File: src/rtl/codec_stream_ctrl.sv
// codec_stream_ctrl: stereo serial-audio engine for the WM8731 datapath.
// Generates m_clk/b_clk/lr_clk, serialises DAC words, deserialises ADC words,
// and buffers both directions in small synchronous FIFOs.
module codec_stream_ctrl #(
  parameter int unsigned SAMPLE_W = 16,
  parameter int unsigned FIFO_AW  = 3,
  parameter int unsigned BCLK_DIV = 4,
  parameter int unsigned MCLK_DIV = 2
) (
  input  logic                  clk,
  input  logic                  reset,
  input  logic                  enable,
  input  logic                  i2s_mode,
  input  logic                  clr_status,
  output logic                  m_clk,
  output logic                  b_clk,
  output logic                  lr_clk,
  output logic                  dacdat,
  input  logic                  adcdat,
  input  logic                  wr_dac_fifo,
  input  logic [2*SAMPLE_W-1:0] dac_fifo_in,
  output logic                  dac_fifo_full,
  input  logic                  rd_adc_fifo,
  output logic [2*SAMPLE_W-1:0] adc_fifo_out,
  output logic                  adc_fifo_empty,
  output logic                  dac_underrun,
  output logic                  adc_overflow,
  output logic                  sample_tick
);

  localparam int unsigned FW    = 2 * SAMPLE_W;
  localparam int unsigned DEPTH = 1 << FIFO_AW;
  localparam int unsigned BW    = $clog2(SAMPLE_W + 1);
  localparam int unsigned CW    = $clog2(BCLK_DIV);
  localparam int unsigned MW    = (MCLK_DIV > 1) ? $clog2(MCLK_DIV) : 1;

  typedef enum logic {SLOT_LEFT = 1'b0, SLOT_RIGHT = 1'b1} slot_t;

  // serial engine state
  logic [CW-1:0]       bcnt;
  logic [MW-1:0]       mcnt;
  logic [BW-1:0]       bit_idx;
  slot_t               slot;
  logic                mode_i2s;
  logic [FW-1:0]       tx_word;
  logic [FW-1:0]       cap_word;
  logic                cap_valid;

  // DAC FIFO
  logic [FW-1:0]       dac_mem [DEPTH];
  logic [FIFO_AW-1:0]  dac_wp, dac_rp;
  logic [FIFO_AW:0]    dac_cnt;
  logic                dac_empty, dac_push, dac_pop;

  // ADC FIFO
  logic [FW-1:0]       adc_mem [DEPTH];
  logic [FIFO_AW-1:0]  adc_wp, adc_rp;
  logic [FIFO_AW:0]    adc_cnt;
  logic                adc_full, adc_push, adc_pop, adc_push_req;

  // combinational engine decode
  logic                bclk_tc, rise_evt, fall_evt, slot_end, frame_start;
  logic                cur_is_data, next_is_data, next_dacdat;
  logic [BW-1:0]       next_bit, next_k;
  slot_t               next_slot;
  logic [FW-1:0]       frame_word, src_word;
  logic [SAMPLE_W-1:0] slot_sample, shifted;

  assign dac_empty      = (dac_cnt == '0);
  assign dac_fifo_full  = (dac_cnt == (FIFO_AW+1)'(DEPTH));
  assign adc_fifo_empty = (adc_cnt == '0);
  assign adc_full       = (adc_cnt == (FIFO_AW+1)'(DEPTH));
  assign adc_fifo_out   = adc_fifo_empty ? '0 : adc_mem[adc_rp];

  assign dac_push     = wr_dac_fifo && !dac_fifo_full;
  assign dac_pop      = frame_start && !dac_empty;
  assign adc_push_req = frame_start && cap_valid;
  assign adc_push     = adc_push_req && !adc_full;
  assign adc_pop      = rd_adc_fifo && !adc_fifo_empty;

  // Divider events, bit-pointer advance and next DAC bit selection.
  // At frame start the outgoing bit comes straight from the FIFO head because
  // tx_word is only loaded on that same edge.
  always_comb begin
    bclk_tc      = enable && (bcnt == CW'(BCLK_DIV - 1));
    rise_evt     = bclk_tc && !b_clk;
    fall_evt     = bclk_tc && b_clk;
    slot_end     = (bit_idx == BW'(SAMPLE_W));
    next_bit     = slot_end ? '0 : bit_idx + BW'(1);
    next_slot    = slot_end ? slot_t'(~slot) : slot;
    frame_start  = fall_evt && slot_end && (slot == SLOT_RIGHT);
    cur_is_data  = mode_i2s ? (bit_idx != '0) : !slot_end;
    next_is_data = mode_i2s ? (next_bit != '0) : (next_bit != BW'(SAMPLE_W));
    next_k       = mode_i2s ? next_bit - BW'(1) : next_bit;
    frame_word   = dac_empty ? '0 : dac_mem[dac_rp];
    src_word     = frame_start ? frame_word : tx_word;
    slot_sample  = (next_slot == SLOT_LEFT) ? src_word[FW-1:SAMPLE_W]
                                            : src_word[SAMPLE_W-1:0];
    shifted      = slot_sample << next_k;
    next_dacdat  = next_is_data && shifted[SAMPLE_W-1];
  end

  // Serial engine: b_clk divider, slot/bit pointer, DAC shift-out, ADC capture.
  always_ff @(posedge clk or posedge reset) begin
    if (reset) begin
      bcnt        <= '0;
      b_clk       <= 1'b0;
      lr_clk      <= 1'b0;
      dacdat      <= 1'b0;
      bit_idx     <= BW'(SAMPLE_W);
      slot        <= SLOT_RIGHT;
      tx_word     <= '0;
      cap_word    <= '0;
      cap_valid   <= 1'b0;
      sample_tick <= 1'b0;
      mode_i2s    <= 1'b0;
    end else if (!enable) begin
      bcnt        <= '0;
      b_clk       <= 1'b0;
      lr_clk      <= 1'b0;
      dacdat      <= 1'b0;
      bit_idx     <= BW'(SAMPLE_W);
      slot        <= SLOT_RIGHT;
      cap_word    <= '0;
      cap_valid   <= 1'b0;
      sample_tick <= 1'b0;
      mode_i2s    <= i2s_mode;
    end else begin
      sample_tick <= frame_start;
      bcnt        <= bclk_tc ? '0 : bcnt + CW'(1);
      if (bclk_tc) b_clk <= ~b_clk;
      if (rise_evt && cur_is_data) cap_word <= {cap_word[FW-2:0], adcdat};
      if (fall_evt) begin
        bit_idx <= next_bit;
        slot    <= next_slot;
        lr_clk  <= (next_slot == SLOT_RIGHT);
        dacdat  <= next_dacdat;
      end
      if (frame_start) begin
        tx_word   <= frame_word;
        cap_valid <= 1'b1;
      end
    end
  end

  // m_clk divider, free-running while enabled.
  always_ff @(posedge clk or posedge reset) begin
    if (reset) begin
      mcnt  <= '0;
      m_clk <= 1'b0;
    end else if (!enable) begin
      mcnt  <= '0;
      m_clk <= 1'b0;
    end else if (mcnt == MW'(MCLK_DIV - 1)) begin
      mcnt  <= '0;
      m_clk <= ~m_clk;
    end else begin
      mcnt  <= mcnt + MW'(1);
    end
  end

  // DAC FIFO storage.
  always_ff @(posedge clk) begin
    if (dac_push) dac_mem[dac_wp] <= dac_fifo_in;
  end

  // DAC FIFO pointers and occupancy.
  always_ff @(posedge clk or posedge reset) begin
    if (reset) begin
      dac_wp  <= '0;
      dac_rp  <= '0;
      dac_cnt <= '0;
    end else begin
      if (dac_push) dac_wp <= dac_wp + FIFO_AW'(1);
      if (dac_pop)  dac_rp <= dac_rp + FIFO_AW'(1);
      case ({dac_push, dac_pop})
        2'b10:   dac_cnt <= dac_cnt + (FIFO_AW+1)'(1);
        2'b01:   dac_cnt <= dac_cnt - (FIFO_AW+1)'(1);
        default: dac_cnt <= dac_cnt;
      endcase
    end
  end

  // ADC FIFO storage.
  always_ff @(posedge clk) begin
    if (adc_push) adc_mem[adc_wp] <= cap_word;
  end

  // ADC FIFO pointers and occupancy.
  always_ff @(posedge clk or posedge reset) begin
    if (reset) begin
      adc_wp  <= '0;
      adc_rp  <= '0;
      adc_cnt <= '0;
    end else begin
      if (adc_push) adc_wp <= adc_wp + FIFO_AW'(1);
      if (adc_pop)  adc_rp <= adc_rp + FIFO_AW'(1);
      case ({adc_push, adc_pop})
        2'b10:   adc_cnt <= adc_cnt + (FIFO_AW+1)'(1);
        2'b01:   adc_cnt <= adc_cnt - (FIFO_AW+1)'(1);
        default: adc_cnt <= adc_cnt;
      endcase
    end
  end

  // Sticky error flags; a clear wins over a same-cycle set.
  always_ff @(posedge clk or posedge reset) begin
    if (reset) begin
      dac_underrun <= 1'b0;
      adc_overflow <= 1'b0;
    end else if (clr_status) begin
      dac_underrun <= 1'b0;
      adc_overflow <= 1'b0;
    end else begin
      if (frame_start && dac_empty)  dac_underrun <= 1'b1;
      if (adc_push_req && adc_full)  adc_overflow <= 1'b1;
    end
  end

endmodule

File: config.mk
export PLATFORM = sky130hd
export DESIGN_NAME = codec_stream_ctrl
export DESIGN_NICKNAME = d
export VERILOG_FILES = /design/src/rtl/codec_stream_ctrl.sv
export SDC_FILE = /design/constraint.sdc
export NUM_CORES = 1
export LEC_CHECK = 0
export BUFFER_PORTS_ARGS = -buffer_cell sky130_fd_sc_hd__buf_2
export CAP_MARGIN = 20
export CORE_MARGIN = 1
export CORE_UTILIZATION = 42
export CTS_CLUSTER_SIZE = 40
export DETAILED_ROUTE_END_ITERATION = 7
export PLACE_DENSITY = 0.62
export SETUP_SLACK_MARGIN = 0.5
export SLEW_MARGIN = 40
export SYNTH_ARGS = -nofsm -noshare
export SYNTH_HDL_FRONTEND = slang
export SYNTH_SLANG_ARGS = --single-unit
File: constraint.sdc
create_clock -name clk -period 5.15 [get_ports clk]
set_input_delay 1.03 -clock clk [delete_from_list [all_inputs] [get_ports clk]]
set_output_delay 1.03 -clock clk [all_outputs]
set_load 0.1 [all_outputs]
; Word-level counts from Yosys, hierarchy flattened
; Memories as Yosys holds them, arrays and structs flattened.
; Index checks and enable logic that the tools add are counted.
; Widths: inputs -> output; s select.
[op_classes]
n_addsub = 12
eq_ne = 14
shift = 1
muxes = 39
bitwise = 3
reduce_logical = 28
[ops]
columns = op, n
row1 = $mux 32, 5
row2 = $mux 1, 25
row3 = $mux 5, 4
row4 = $mux 16, 1
row5 = $pmux 4 s2, 2
row6 = $shl 16x5->16, 1
row7 = $logic_and 1x1->1, 14
row8 = $add 3x1->3 const B, 4
row9 = $ne 2x1->1 const B, 5
row10 = $reduce_bool 5->1, 2
row11 = $add 4x1->4 const B, 2
row12 = $eq 4x4->1 const B, 2
row13 = $logic_not 4->1, 2
row14 = $reduce_bool 2->1, 4
row15 = $sub 4x1->4 const B, 2
row16 = $eq 2x2->1 const B, 3
row17 = $logic_not 1->1, 6
row18 = $add 5x1->5 const B, 1
row19 = $eq 5x5->1 const B, 1
row20 = $ne 5x5->1 const B, 1
row21 = $sub 5x1->5 const B, 1
row22 = $eq 2x1->1 const B, 2
row23 = $mux 2, 2
row24 = $not 1->1, 3
row25 = other kinds (2), 2
[totals]
regBits = 102
mem_bits_rw = 512
in_bits = 40
out_inout_bits = 41
wordCells = 120
mem_count = 2
[memory_table]
columns = name, depth, word_bits, read_ports, rd_ports_with_merged_regs, write_ports, line
row1 = adc_mem, 8, 32, 1, 0, 1, 56  ; logic [FW-1:0] adc_mem [DEPTH];
row2 = dac_mem, 8, 32, 1, 0, 1, 50  ; logic [FW-1:0] dac_mem [DEPTH];

; Longest topological paths before layout
[depth]
depth_word = 11
depth_mapped = 16
depth_no_buf = 14

; Least setup slack after synthesis
; OpenSTA, ideal clock, no wires.
[synth_timing]
kind = register -> register
from = reg b_clk
to = mem adc_mem[0][0] in the netlist's numbering, enable pin
setup_time_ns = 0.461
arrival_ns = 4.313
t_required_ns = 4.689
path_slack_ns = 0.376
path_stages_with_launch = 8
path_buffers = 1
period_less_slack_ns = 4.774
path_cell_list = dfrtp_1 > and3_1 > nand3_1 > clkbuf_1 > inv_1 > and3_1 > nand2b_1 > nor3_1
[synth_via]
elab_chain_cells = 7
[synth_rtl]
columns = item, line
row1 = "start, declared", 16  ; output logic b_clk,
row2 = "start signal, assigned", 131  ; if (bclk_tc) b_clk <= ~b_clk;
row3 = $logic_and 1x1->1, 87  ; fall_evt = bclk_tc && b_clk;
row4 = $logic_and 1x1->1 (2 in series), 91  ; frame_start = fall_evt && slot_end && (slot == SLOT_RIGHT);
row5 = $logic_and 1x1->1, 77  ; assign adc_push_req = frame_start && cap_valid;
row6 = $logic_and 1x1->1, 78  ; assign adc_push = adc_push_req && !adc_full;
row7 = $mux 1, 186  ; if (adc_push) adc_mem[adc_wp] <= cap_word;
row8 = $mux 1 (implied by the code), 186
row9 = "end, declared", 56
; Every way passes these cells.

; Worst setup path after layout
[layout_timing]
from = reg adc_rp[0]
to = out adc_fifo_out[11]
[layout_via]
elab_chain_cells = 2
[layout_rtl]
columns = item, line
row1 = "start, declared", 57  ; logic [FIFO_AW-1:0] adc_wp, adc_rp;
row2 = "start signal, assigned", 197  ; if (adc_pop) adc_rp <= adc_rp + FIFO_AW'(1);
row3 = $mem_v2 8x32, --
row4 = $mux 32, 73  ; assign adc_fifo_out = adc_fifo_empty ? '0 : adc_mem[adc_rp];
row5 = "end, declared", 24  ; output logic [2*SAMPLE_W-1:0] adc_fifo_out,
; Every way passes these cells.

==> results by group <==
Clocking
  – Clock transition at the registers of the reported paths: ~60 ps
  – CTS Root Cell: clkbuf_16
  – Htree depth: 3
  – Clock latency on the worst-skew pair: ~600 ps
  – Hold-fix buffer count after cts: 0
  – CTS resizes: 0
  – CTS tree: yes
  – Longest Clk Path Bufs: 3
  – Number of buffers created by CTS: 66
  – Post-CTS setup buffers: 0
  – Num Clock Sinks: 614

Timing
  – Slew margin rel.: a little under half
  – Min cycle time layout: 3920 ps
  – Fmax: 0.255 GHz
  – Slew @ Worst Pin: just under 800 ps
  – Hold Violations, Final: 0
  – RSZ-0062 raised after global routing: no
  – Final max-slew violation count: 0
  – Final Skew: 22.8 ps
  – Tcrit/Tclk final: around three quarters
  – Finish-stage setup viols: 0
  – Total negative slack: 0 ps
  – Fin Hold WS: 436 ps

Final layout
  – Nets: around 1400
  – Area Overhead vs Synth: 15.5%
  – Share of layout cells above drive strength 1: between 20% and 30%
  – Final instance area: ~28000 µm²

Routing
  – Drt pass-1 iters: 5
  – DRC viols: 0
  – Initial DRC count: between 800 and 900
  – Vias/cell: approximately 5.3
  – Final wirelength: about 48000 µm
  – Post-DR wirelength/cell: roughly 22 µm
  – Vias: between 10000 and 15000
  – ANT nets after route: 0

Synth
  – Count leader, synth: edfxtp_1
  – Synth Flop Type: edfxtp_1
  – Sequential area share after synthesis: between 70% and 80%
  – Post-Syn Nets: 1324
  – Mapped cell area: roughly 24000 µm²
  – Cell variety after synth: 56
  – Post-Synthesis Cells: roughly 1300
  – Post-synth EDFFs: around 500
  – Largest cells by area after synthesis: edfxtp_1, mux4_2, dfrtp_1
  – Synth area leader: edfxtp_1
  – Synth Area per Inst: 19.1 µm²
  – Yosys top cell area share: a little under two thirds
  – #FFs+latches synth: 614
  – Async SR Flop Fraction: between 15 and 20%
  – YS warnings: 0
  – Post-synth top cells: edfxtp_1, mux4_2, dfrtp_1

Setup path
  – R2R depth: 11
  – Arrival @ worst endpoint: roughly 2900 ps
  – Startpoint class of the critical path: register
  – RR Startpoint: bcnt[0]$_DFF_PP0_
  – Max FO, Critical Path: 47
  – Reg2Reg Capture Point: dac_cnt[3]$_DFFE_PP0P_
  – Crit Path Class: reg -> out
  – R2R Setup Slk: 1480 ps
  – Required time worst endpoint: 4120 ps
  – Worst setup EP type: output pin

Floorplanning
  – Initial core utilization: approximately 43%
  – IO Pins: 81
  – Core area: between 50000 and 60000 µm²
  – Die H: 242 µm
  – Die area: 58700 µm²
  – Row count: 87
  – Die W: approximately 240 µm

Power and ir drop
  – Logic pwr share: around a fifth
  – Internal power: approximately 9.4 mW
  – PD cells: 481 nW/µm²
  – Switching share of total power: 30.3%
  – Pwr Total: around 13 mW
  – Net Switching: ~4 mW
  – Flop pwr share: 44.6%
  – Maximum vdd drop: around 0.00041 V
  – Clock share of power: between 30% and 40%
  – Leakage power: a little under 10 nW

Placed design
  – Port Buffer Count: 80
  – Post-DP HPWL: approximately 28000 µm
  – GPL Wtd Cong: 0.795
  – Dpl cell area: approximately 26000 µm²

Hold path
  – Hold crit path type: in -> async

GRT
  – Global Route Usage Sum: approximately 17%
  – Initial antenna violation count: 3
  – Largest net degree at the start of global routing: 67
  – Number of global-route vias before repair: 12504
  – First-pass GRT wire length: roughly 76000 µm
  – Total gr overflow: 0

Job
  – Max-cap violation count: 0

Run status
  – Status: completed
==> through the flow <==
| step | instances | utilization [%] | setup slack, ps |
|---|---|---|---|
| 2_1_floorplan | 1269 | - | 1050 |
| 3_3_place_gp | 2075 | 45.3 | 1070 |
| 3_5_place_dp | 2080 | 45.5 | 1040 |
| 4_1_cts | 2202 | 49.3 | 1150 |
| 5_1_grt | 2203 | 49.3 | 1040 |
| 6_report | 2204 | 49.3 | 1230 |
==> power groups by stage <==
stage | Combinational, mW | Sequential, mW | Clock (mW)
after detailed placement | 2.88 | 6.14 | 0
after global placement | 2.84 | 6.12 | 0
after floorplan | 2.32 | 5.95 | 0
final | 2.85 | 6.01 | 4.61
after CTS | 2.88 | 6.04 | 4.72
after global routing | 3.02 | 6.06 | 4.90
==> worst max-delay path: stages, from the launching register on <==
cell     delay (ps)
dfrtp_4         700
buf_12          370
mux4_2          570
mux2i_1         160
nor2_1           90
buf_2           330
==> flip-flops by register name, summed over array words and instances, names as in the netlist, 2 cells and up <==
register  count
cap_word     32
adc_cnt       4
dac_mem     256
dac_wp        3
adc_wp        3
dac_cnt       4
adc_rp        3
dac_rp        3
adc_mem     256
bit_idx       5
tx_word      32
bcnt          2
==> cell type report <==
cell class	count	area, µm²
clock inverters	30	289
well taps	756	946
clock buffers	92	1850
diodes	1	2.50
fillers	4633	28700
inverters	14	60.1
repair buffers	119	793
multi-input cells	578	6090
flip-flops and latches	614	17900
==> kinds of logic (layout without fill, tap and decap cells) <==
family	count (synthesis)	in the layout	synth area share, %
adders and majority gates	15	15	0.805
and+or+nand+nor	235	235	4.73
DFF	614	614	74.0
other	0	1	0
buffers and inverters	77	255	1.45
muxes	220	220	15.7
xor gates and xnor gates	28	28	1.01
AOI/OAI and AO/OA	80	80	2.30
==> worst max path at each step <==
stage / start / to / slack [ps]
2_1_floorplan: adc_cnt[1]$_DFFE_PP0P_ / adc_fifo_out[22] / 1050
3_3_place_gp: enable / dac_cnt[3]$_DFFE_PP0P_ / 1070
3_5_place_dp: enable / dac_cnt[3]$_DFFE_PP0P_ / 1040
4_1_cts: adc_rp[0]$_DFFE_PP0P_ / adc_fifo_out[10] / 1150
5_1_grt: adc_rp[0]$_DFFE_PP0P_ / adc_fifo_out[10] / 1040
6_report: adc_rp[0]$_DFFE_PP0P_ / adc_fifo_out[11] / 1230
==> placed cells by master (no fill, tap or decap), types with 8 or more instances in the layout <==
| cell | n |
|---|---|
| clkbuf_1 | 18 |
| nand2b_1 | 15 |
| buf_2 | 80 |
| dfrtp_1 | 94 |
| mux2i_1 | 89 |
| nor2b_1 | 36 |
| o21ai_0 | 30 |
| a21oi_1 | 12 |
| xnor2_1 | 14 |
| nor2_4 | 12 |
| xor2_1 | 13 |
| nor2_1 | 45 |
| clkinv_2 | 12 |
| inv_1 | 12 |
| ha_1 | 14 |
| edfxtp_1 | 512 |
| nand2_1 | 74 |
| nor3_1 | 8 |
| buf_4 | 31 |
| nand3_1 | 15 |
| mux4_2 | 128 |
| clkbuf_16 | 68 |
==> per-layer routing <==
layer | share of wire, % | up-vias | wire length, µm | global-route usage (%)
li1 | - | 5285 | - | -
met1 | 42 | 6187 | 20500 | 22.2
met2 | 51 | 236 | 24900 | 29.0
met3 | 4.2 | 74 | 2040 | 3.14
met4 | 1.8 | 4 | 869 | 4.49
met5 | 0.052 | - | 25 | 0
Note: power is estimated with default switching activity, not from simulation.
